**config.mk**
```make
export PLATFORM = sky130hd
export DESIGN_NAME = ajuste_tiempo_n_flat
export DESIGN_NICKNAME = d
export VERILOG_FILES = /design/src/rtl/ajuste_tiempo_n_if.sv /design/src/rtl/ajuste_tiempo_n.sv /design/src/flat_wrapper.sv
export SDC_FILE = /design/constraint.sdc
export NUM_CORES = 1
export LEC_CHECK = 0
export CELL_PAD_IN_SITES_DETAIL_PLACEMENT = 2
export CELL_PAD_IN_SITES_GLOBAL_PLACEMENT = 2
export CORE_MARGIN = 10
export CORE_UTILIZATION = 31
export DETAILED_ROUTE_END_ITERATION = 8
export GPL_TIMING_DRIVEN = 1
export HOLD_SLACK_MARGIN = 0.02
export PLACE_DENSITY_LB_ADDON = 0.1
export SETUP_SLACK_MARGIN = 0.3
export SYNTH_ARGS = -nofsm -noshare
export SYNTH_HDL_FRONTEND = slang
export SYNTH_SLANG_ARGS = --single-unit
```
**constraint.sdc**
```tcl
create_clock -name clk -period 2.2 [get_ports clk]
set_clock_uncertainty 0.05 [all_clocks]
set_input_delay 0.44 -clock clk [delete_from_list [all_inputs] [get_ports clk]]
set_output_delay 0.44 -clock clk [all_outputs]
set_load 0.01 [all_outputs]
```
**src/rtl/ajuste_tiempo_n_if.sv**
```systemverilog
// Button/enable inputs and time-value outputs of the time-setting controller.
// master = whoever drives the buttons, slave = the controller itself.
interface ajuste_tiempo_n_if;
    logic       btn_up;
    logic       btn_down;
    logic       btn_sel;
    logic       set_time;
    logic [5:0] set_seg;
    logic [5:0] set_min;
    logic [5:0] set_hr;
    logic [1:0] field;
    logic       changed;

    modport master (
        output btn_up, btn_down, btn_sel, set_time,
        input  set_seg, set_min, set_hr, field, changed
    );

    modport slave (
        input  btn_up, btn_down, btn_sel, set_time,
        output set_seg, set_min, set_hr, field, changed
    );
endinterface

```
**src/rtl/ajuste_tiempo_n.sv**
```systemverilog
// Time-setting controller: turns debounced button levels into single steps and
// auto-repeat steps of sec/min/hr, with edge-triggered field select and optional carry.
module ajuste_tiempo_n #(
    parameter int unsigned HOUR_MAX      = 23,
    parameter int unsigned SEC_INIT      = 30,
    parameter int unsigned HOLD_CYCLES   = 50_000_000,
    parameter int unsigned REPEAT_CYCLES = 10_000_000,
    parameter bit          CARRY_EN      = 1'b1
) (
    input  logic              clk,
    input  logic              rst_n,
    ajuste_tiempo_n_if.slave  bus
);

    localparam logic [25:0] HOLD_LOAD = 26'(HOLD_CYCLES - 1);
    localparam logic [25:0] REP_LOAD  = 26'(REPEAT_CYCLES - 1);
    localparam logic [5:0]  HR_LIM    = 6'(HOUR_MAX);
    localparam logic [5:0]  MS_LIM    = 6'd59;
    localparam logic [5:0]  SEC_RST   = 6'(SEC_INIT);

    typedef enum logic [1:0] {IDLE, HOLD, REPEAT} state_t;

    state_t      state;
    logic [25:0] cnt;
    logic        prev_up, prev_down, prev_sel;
    logic [5:0]  seg_q, min_q, hr_q;
    logic [1:0]  field_q;
    logic        stepped_q, changed_q;

    function automatic logic at_limit(input logic [5:0] v, input logic [5:0] lim, input logic up);
        return up ? (v == lim) : (v == 6'd0);
    endfunction

    function automatic logic [5:0] bump(input logic [5:0] v, input logic [5:0] lim, input logic up);
        if (up) return (v == lim) ? 6'd0 : v + 6'd1;
        else    return (v == 6'd0) ? lim : v - 6'd1;
    endfunction

    logic press_up, press_down, press_sel;
    logic up_only, down_only, dir_act, press_act, repeat_due, step;
    logic sec_step, sec_wrap, min_step, min_wrap, hr_step;

    assign press_up   = bus.btn_up   & ~prev_up;
    assign press_down = bus.btn_down & ~prev_down;
    assign press_sel  = bus.btn_sel  & ~prev_sel;

    assign up_only    = bus.btn_up & ~bus.btn_down;
    assign down_only  = bus.btn_down & ~bus.btn_up;
    assign dir_act    = up_only | down_only;
    assign press_act  = (up_only & press_up) | (down_only & press_down);
    assign repeat_due = (state != IDLE) && (cnt == '0);
    assign step       = bus.set_time & dir_act & (press_act | repeat_due);

    // Carry chain: a wrap in a lower field steps the next field on the same edge.
    assign sec_step = step && (field_q == 2'd0);
    assign sec_wrap = sec_step && at_limit(seg_q, MS_LIM, up_only);
    assign min_step = step && ((field_q == 2'd1) || (CARRY_EN && sec_wrap));
    assign min_wrap = min_step && at_limit(min_q, MS_LIM, up_only);
    assign hr_step  = step && ((field_q == 2'd2) || (CARRY_EN && min_wrap));

    always_ff @(posedge clk) begin
        // NOTE: all state uses non-blocking assignments, so every branch below
        // sees pre-edge values and a later assignment to a register wins.
        if (!rst_n) begin
            state     <= IDLE;
            cnt       <= '0;
            prev_up   <= 1'b1;
            prev_down <= 1'b1;
            prev_sel  <= 1'b1;
            seg_q     <= SEC_RST;
            min_q     <= '0;
            hr_q      <= '0;
            field_q   <= '0;
            stepped_q <= 1'b0;
            changed_q <= 1'b0;
        end else begin
            prev_up   <= bus.btn_up;
            prev_down <= bus.btn_down;
            prev_sel  <= bus.btn_sel;
            stepped_q <= step;
            changed_q <= stepped_q;

            if (sec_step) seg_q <= bump(seg_q, MS_LIM, up_only);
            if (min_step) min_q <= bump(min_q, MS_LIM, up_only);
            if (hr_step)  hr_q  <= bump(hr_q, HR_LIM, up_only);

            if (!bus.set_time || !dir_act) begin
                state <= IDLE;
                cnt   <= '0;
            end else if (press_act) begin
                state <= HOLD;
                cnt   <= HOLD_LOAD;
            end else if (state != IDLE) begin
                if (cnt == '0) begin
                    state <= REPEAT;
                    cnt   <= REP_LOAD;
                end else begin
                    cnt <= cnt - 26'd1;
                end
            end

            // Select overrides the FSM update above; any step this edge used the old field.
            if (bus.set_time && press_sel) begin
                state   <= IDLE;
                cnt     <= '0;
                field_q <= (field_q == 2'd2) ? 2'd0 : field_q + 2'd1;
            end
        end
    end

    assign bus.set_seg = seg_q;
    assign bus.set_min = min_q;
    assign bus.set_hr  = hr_q;
    assign bus.field   = field_q;
    assign bus.changed = changed_q;

endmodule

```
**src/flat_wrapper.sv**
```systemverilog
// flat-port wrapper written by rule: the top's interface ports become plain ports
module ajuste_tiempo_n_flat 
#(
    parameter int unsigned HOUR_MAX      = 23,
    parameter int unsigned SEC_INIT      = 30,
    parameter int unsigned HOLD_CYCLES   = 50_000_000,
    parameter int unsigned REPEAT_CYCLES = 10_000_000,
    parameter bit          CARRY_EN      = 1'b1
)
  (clk, rst_n, bus_btn_up, bus_btn_down, bus_btn_sel, bus_set_time, bus_set_seg, bus_set_min, bus_set_hr, bus_field, bus_changed);
  ajuste_tiempo_n_if bus_i ();
  input  logic clk;
  input  logic rst_n;
  input wire logic [$bits(bus_i.btn_up)-1:0] bus_btn_up;
  input wire logic [$bits(bus_i.btn_down)-1:0] bus_btn_down;
  input wire logic [$bits(bus_i.btn_sel)-1:0] bus_btn_sel;
  input wire logic [$bits(bus_i.set_time)-1:0] bus_set_time;
  output wire logic [$bits(bus_i.set_seg)-1:0] bus_set_seg;
  output wire logic [$bits(bus_i.set_min)-1:0] bus_set_min;
  output wire logic [$bits(bus_i.set_hr)-1:0] bus_set_hr;
  output wire logic [$bits(bus_i.field)-1:0] bus_field;
  output wire logic [$bits(bus_i.changed)-1:0] bus_changed;
  assign bus_i.btn_up = bus_btn_up;
  assign bus_i.btn_down = bus_btn_down;
  assign bus_i.btn_sel = bus_btn_sel;
  assign bus_i.set_time = bus_set_time;
  assign bus_set_seg = bus_i.set_seg;
  assign bus_set_min = bus_i.set_min;
  assign bus_set_hr = bus_i.set_hr;
  assign bus_field = bus_i.field;
  assign bus_changed = bus_i.changed;
  ajuste_tiempo_n #(.HOUR_MAX(HOUR_MAX), .SEC_INIT(SEC_INIT), .HOLD_CYCLES(HOLD_CYCLES), .REPEAT_CYCLES(REPEAT_CYCLES), .CARRY_EN(CARRY_EN)) u_core (.clk(clk), .rst_n(rst_n), .bus(bus_i));
endmodule
```
==> results.ini <==
[timing]
slew_viol_final=0
shortest_clock_period_the_worst_path_allows_after_layout_ps=2540
timing_hold_violations_final=0
hold_slack_ps=466
layout_setup_ws_ps=-337
rsz0062_at_grt=true
setup_tns_ps=-4150
min_period_over_period=1.15
fmax_mhz=394
maxSlewHeadroom=0.596
timing_worst_slew_pin_value_ps=604
setup_viol=18

[placement]
routabilityCongestion=0.848
place.detailed.hpwl_um=9310
place_worst_setup_slack_ps=-592
port_buffers=26
placed_cells=623

[clocking]
htreeDepth=2
cts_tree=done
clk_pin_slew_worst_paths_ps=110
clock_sink_total=53
clkLatencyLatePin_ps=330
tritoncts.num_buffers=5
cts-root-buf=clkbuf_8
buffer_depth_of_the_longest_clock_path=2

[yosys]
postSynthNetCount=425
synth_warnings=0
synth.largest_area_cell=dfxtp_1
synth-main-ff-cell=dfxtp_1
postSynthRegisterBits=53
netlist_area_mm2=0.00318
ranking_of_synthesized_cells_by_area=dfxtp_1, a21oi_1, ha_1, nand2_1, nor2_1
post_synthesis_instance_total=406
synth_seq_area_share=0.334
synth.top_cell.area_share=0.334
netlist-cell-type-count=59
asyncSetResetFlopFracSynth=0
synth_edf_count=0
synthesis.area_per_instance_um2=7.83

[floorplan]
start_util=0.322
num_io_pins=27
die_width_um=121
core.rowCount=36
fp.coreArea_mm2=0.00986
design.die.area_mm2=0.0147
die_height_um=121

[power_and_ir_drop]
power.density_cell_area_mw_per_mm2=408
peakVddDrop_uv=213
power_mw=2.03
power.static_leakage_nw=2.02

[hold_path]
hp-class=flip-flop to flip-flop

[cells_and_area]
instances_no_fill=655
final_nets=540
antennaDiodeCount=0
layout-area-overhead-vs-synth_pct=56.8
proportion_of_layout_cells_with_a_drive_suffix_above_1=0.402

[global_routing]
grt.overflow.total=0
number_of_global_route_vias_before_repair=4036
pin_count_of_the_biggest_net_entering_global_routing=22
grt_pass1_wl_um=22400
total_routing_usage_reported_by_global_routing=0.186
antenna_found_initial=0

[critical_path]
worst-endpoint-arrival_ps=2680
crit_path_end_kind=flip-flop
required_time_of_the_critical_path_ps=2340
critical_path.startpoint_type=flip-flop
timing.critical_path.fanout_max=5
timing.setup.critical_path_class=flip-flop to flip-flop

[drt]
wl_per_cell_um=26.5
vias_per_cell=5.84
wirelength_um=17300
route.vias.total=3827
antenna_violating_nets_post_route=0
drt_iter0_markers=232
drcViolationCount=0
drt_first_pass_iters=5

[outcome]
failed_checks=negative setup slack
run_status=complete, but fails checks

[flow_run]
max_cap_violations=0

area by class of cell:
| type | instances | area (µm²) |
|---|---|---|
| Tap cell | 133 | 166 |
| Fill cell | 1028 | 4880 |
| Inverter | 17 | 66.3 |
| Sequential cell | 53 | 1090 |
| Timing Repair Buffer | 127 | 1080 |
| Multi-Input combinational cell | 317 | 2470 |
| Clock inverter | 1 | 8.76 |
| Clock buffer | 7 | 97.6 |
power breakdown:
part / internal (mW) / switching [mW]
Sequential: 0.965 / 0.0119
Clock: 0.298 / 0.367
Combinational: 0.161 / 0.232
sequential cells by signal, summed over array words and instances, names as in the netlist:
register / flops
u_core.stepped_q: 1
u_core.prev_down: 1
u_core.bus.set_min: 6
u_core.prev_up: 1
u_core.state: 2
u_core.bus.set_hr: 6
u_core.prev_sel: 1
u_core.bus.set_seg: 6
u_core.bus.field: 2
u_core.cnt: 26
u_core.bus.changed: 1
worst paths after layout:
| check | start | endpoint | slack, ps | cells past startpoint |
|---|---|---|---|---|
| setup / recovery | u_core.cnt[18]$_SDFFE_PP0N_ | u_core.bus.set_min[2]$_SDFFE_PN0P_ | -340 | 8 |
| hold / removal | u_core.bus.set_min[4]$_SDFFE_PN0P_ | u_core.bus.set_min[4]$_SDFFE_PN0P_ | 470 | 1 |
| setup reg to reg | u_core.cnt[18]$_SDFFE_PP0N_ | u_core.bus.set_min[2]$_SDFFE_PN0P_ | -340 | 8 |
| hold reg to reg | u_core.bus.set_min[4]$_SDFFE_PN0P_ | u_core.bus.set_min[4]$_SDFFE_PN0P_ | 470 | 1 |
layout by cell type (no fill, tap or decap), drive strengths merged, types with 3 or more instances in the layout:
master	Yosys	routed
buf	5	103
dfxtp	53	53
nand2	43	43
a21oi	41	41
nor2	35	35
nand3	19	19
o21ai	18	18
inv	17	17
nor3	16	16
clkdlybuf4s50	0	14
nor4	14	14
ha	13	13
xor2	11	11
xnor2	9	9
dlymetal6s2s	0	8
nand4	7	7
a31oi	7	7
nand2b	7	7
clkbuf	15	7
and2	6	6
and3	5	5
a211oi	5	5
a311oi	4	4
o211ai	4	4
o31ai	4	4
or4	3	4
o21a	3	3
nand3b	3	3
a21boi	3	3
nor2b	3	3
or3	3	3
what timing repair did:
action	in CTS	in global routing
hold buffers	0	0
pin swaps	23	28
endpoints found under the hold margin	0	0
setup buffers	13	8
resized for setup	63	84
endpoints found under the setup margin	57	60
gates cloned	3	0
worst max-delay path: stages (launching register included):
cell	delay, ps
dfxtp_2	360
nor4_4	420
nand4_1	230
o31a_1	390
buf_4	180
nor4_4	220
buf_6	180
a21oi_1	90
a311oi_1	280
layer usage:
metal  global-route usage  part of all wire  vias up  routed length [µm]
met5                    0                 0        -                   0
met3               0.0256             0.042       41                 733
li1                     -                 -     1703                   -
met2                0.326              0.50      143                8610
met4               0.0306             0.034        0                 586
met1                0.238              0.43     1940                7410
stage by stage:
| stage | instance area, µm² | util |
|---|---|---|
| finish | 4990 | 0.505 |
| CTS | 4560 | 0.463 |
| detailed placement | 4160 | 0.421 |
| global route | 4990 | 0.505 |
| floorplan | 3230 | - |
| global placement | 4160 | 0.421 |
synthesized netlist by cell type, drive strengths merged (6+ instances only):
cell type	count
and2	6
clkbuf	15
nor3	16
dfxtp	53
a21oi	41
nand2b	7
nand4	7
xnor2	9
a31oi	7
o21ai	18
nand3	19
ha	13
nor2	35
nand2	43
nor4	14
xor2	11
inv	17
cells by family (layout without fill, tap and decap cells):
family	Yosys count	after routing	share of synthesized area
mux	2	2	0.00629
buf+inv	37	152	0.0468
fa+ha+maj	13	13	0.0511
flops	53	53	0.334
simple gates	175	176	0.294
compound gates	106	106	0.213
xor+xnor	20	20	0.0551
No activity file was read; power rests on OpenSTA's default activity.
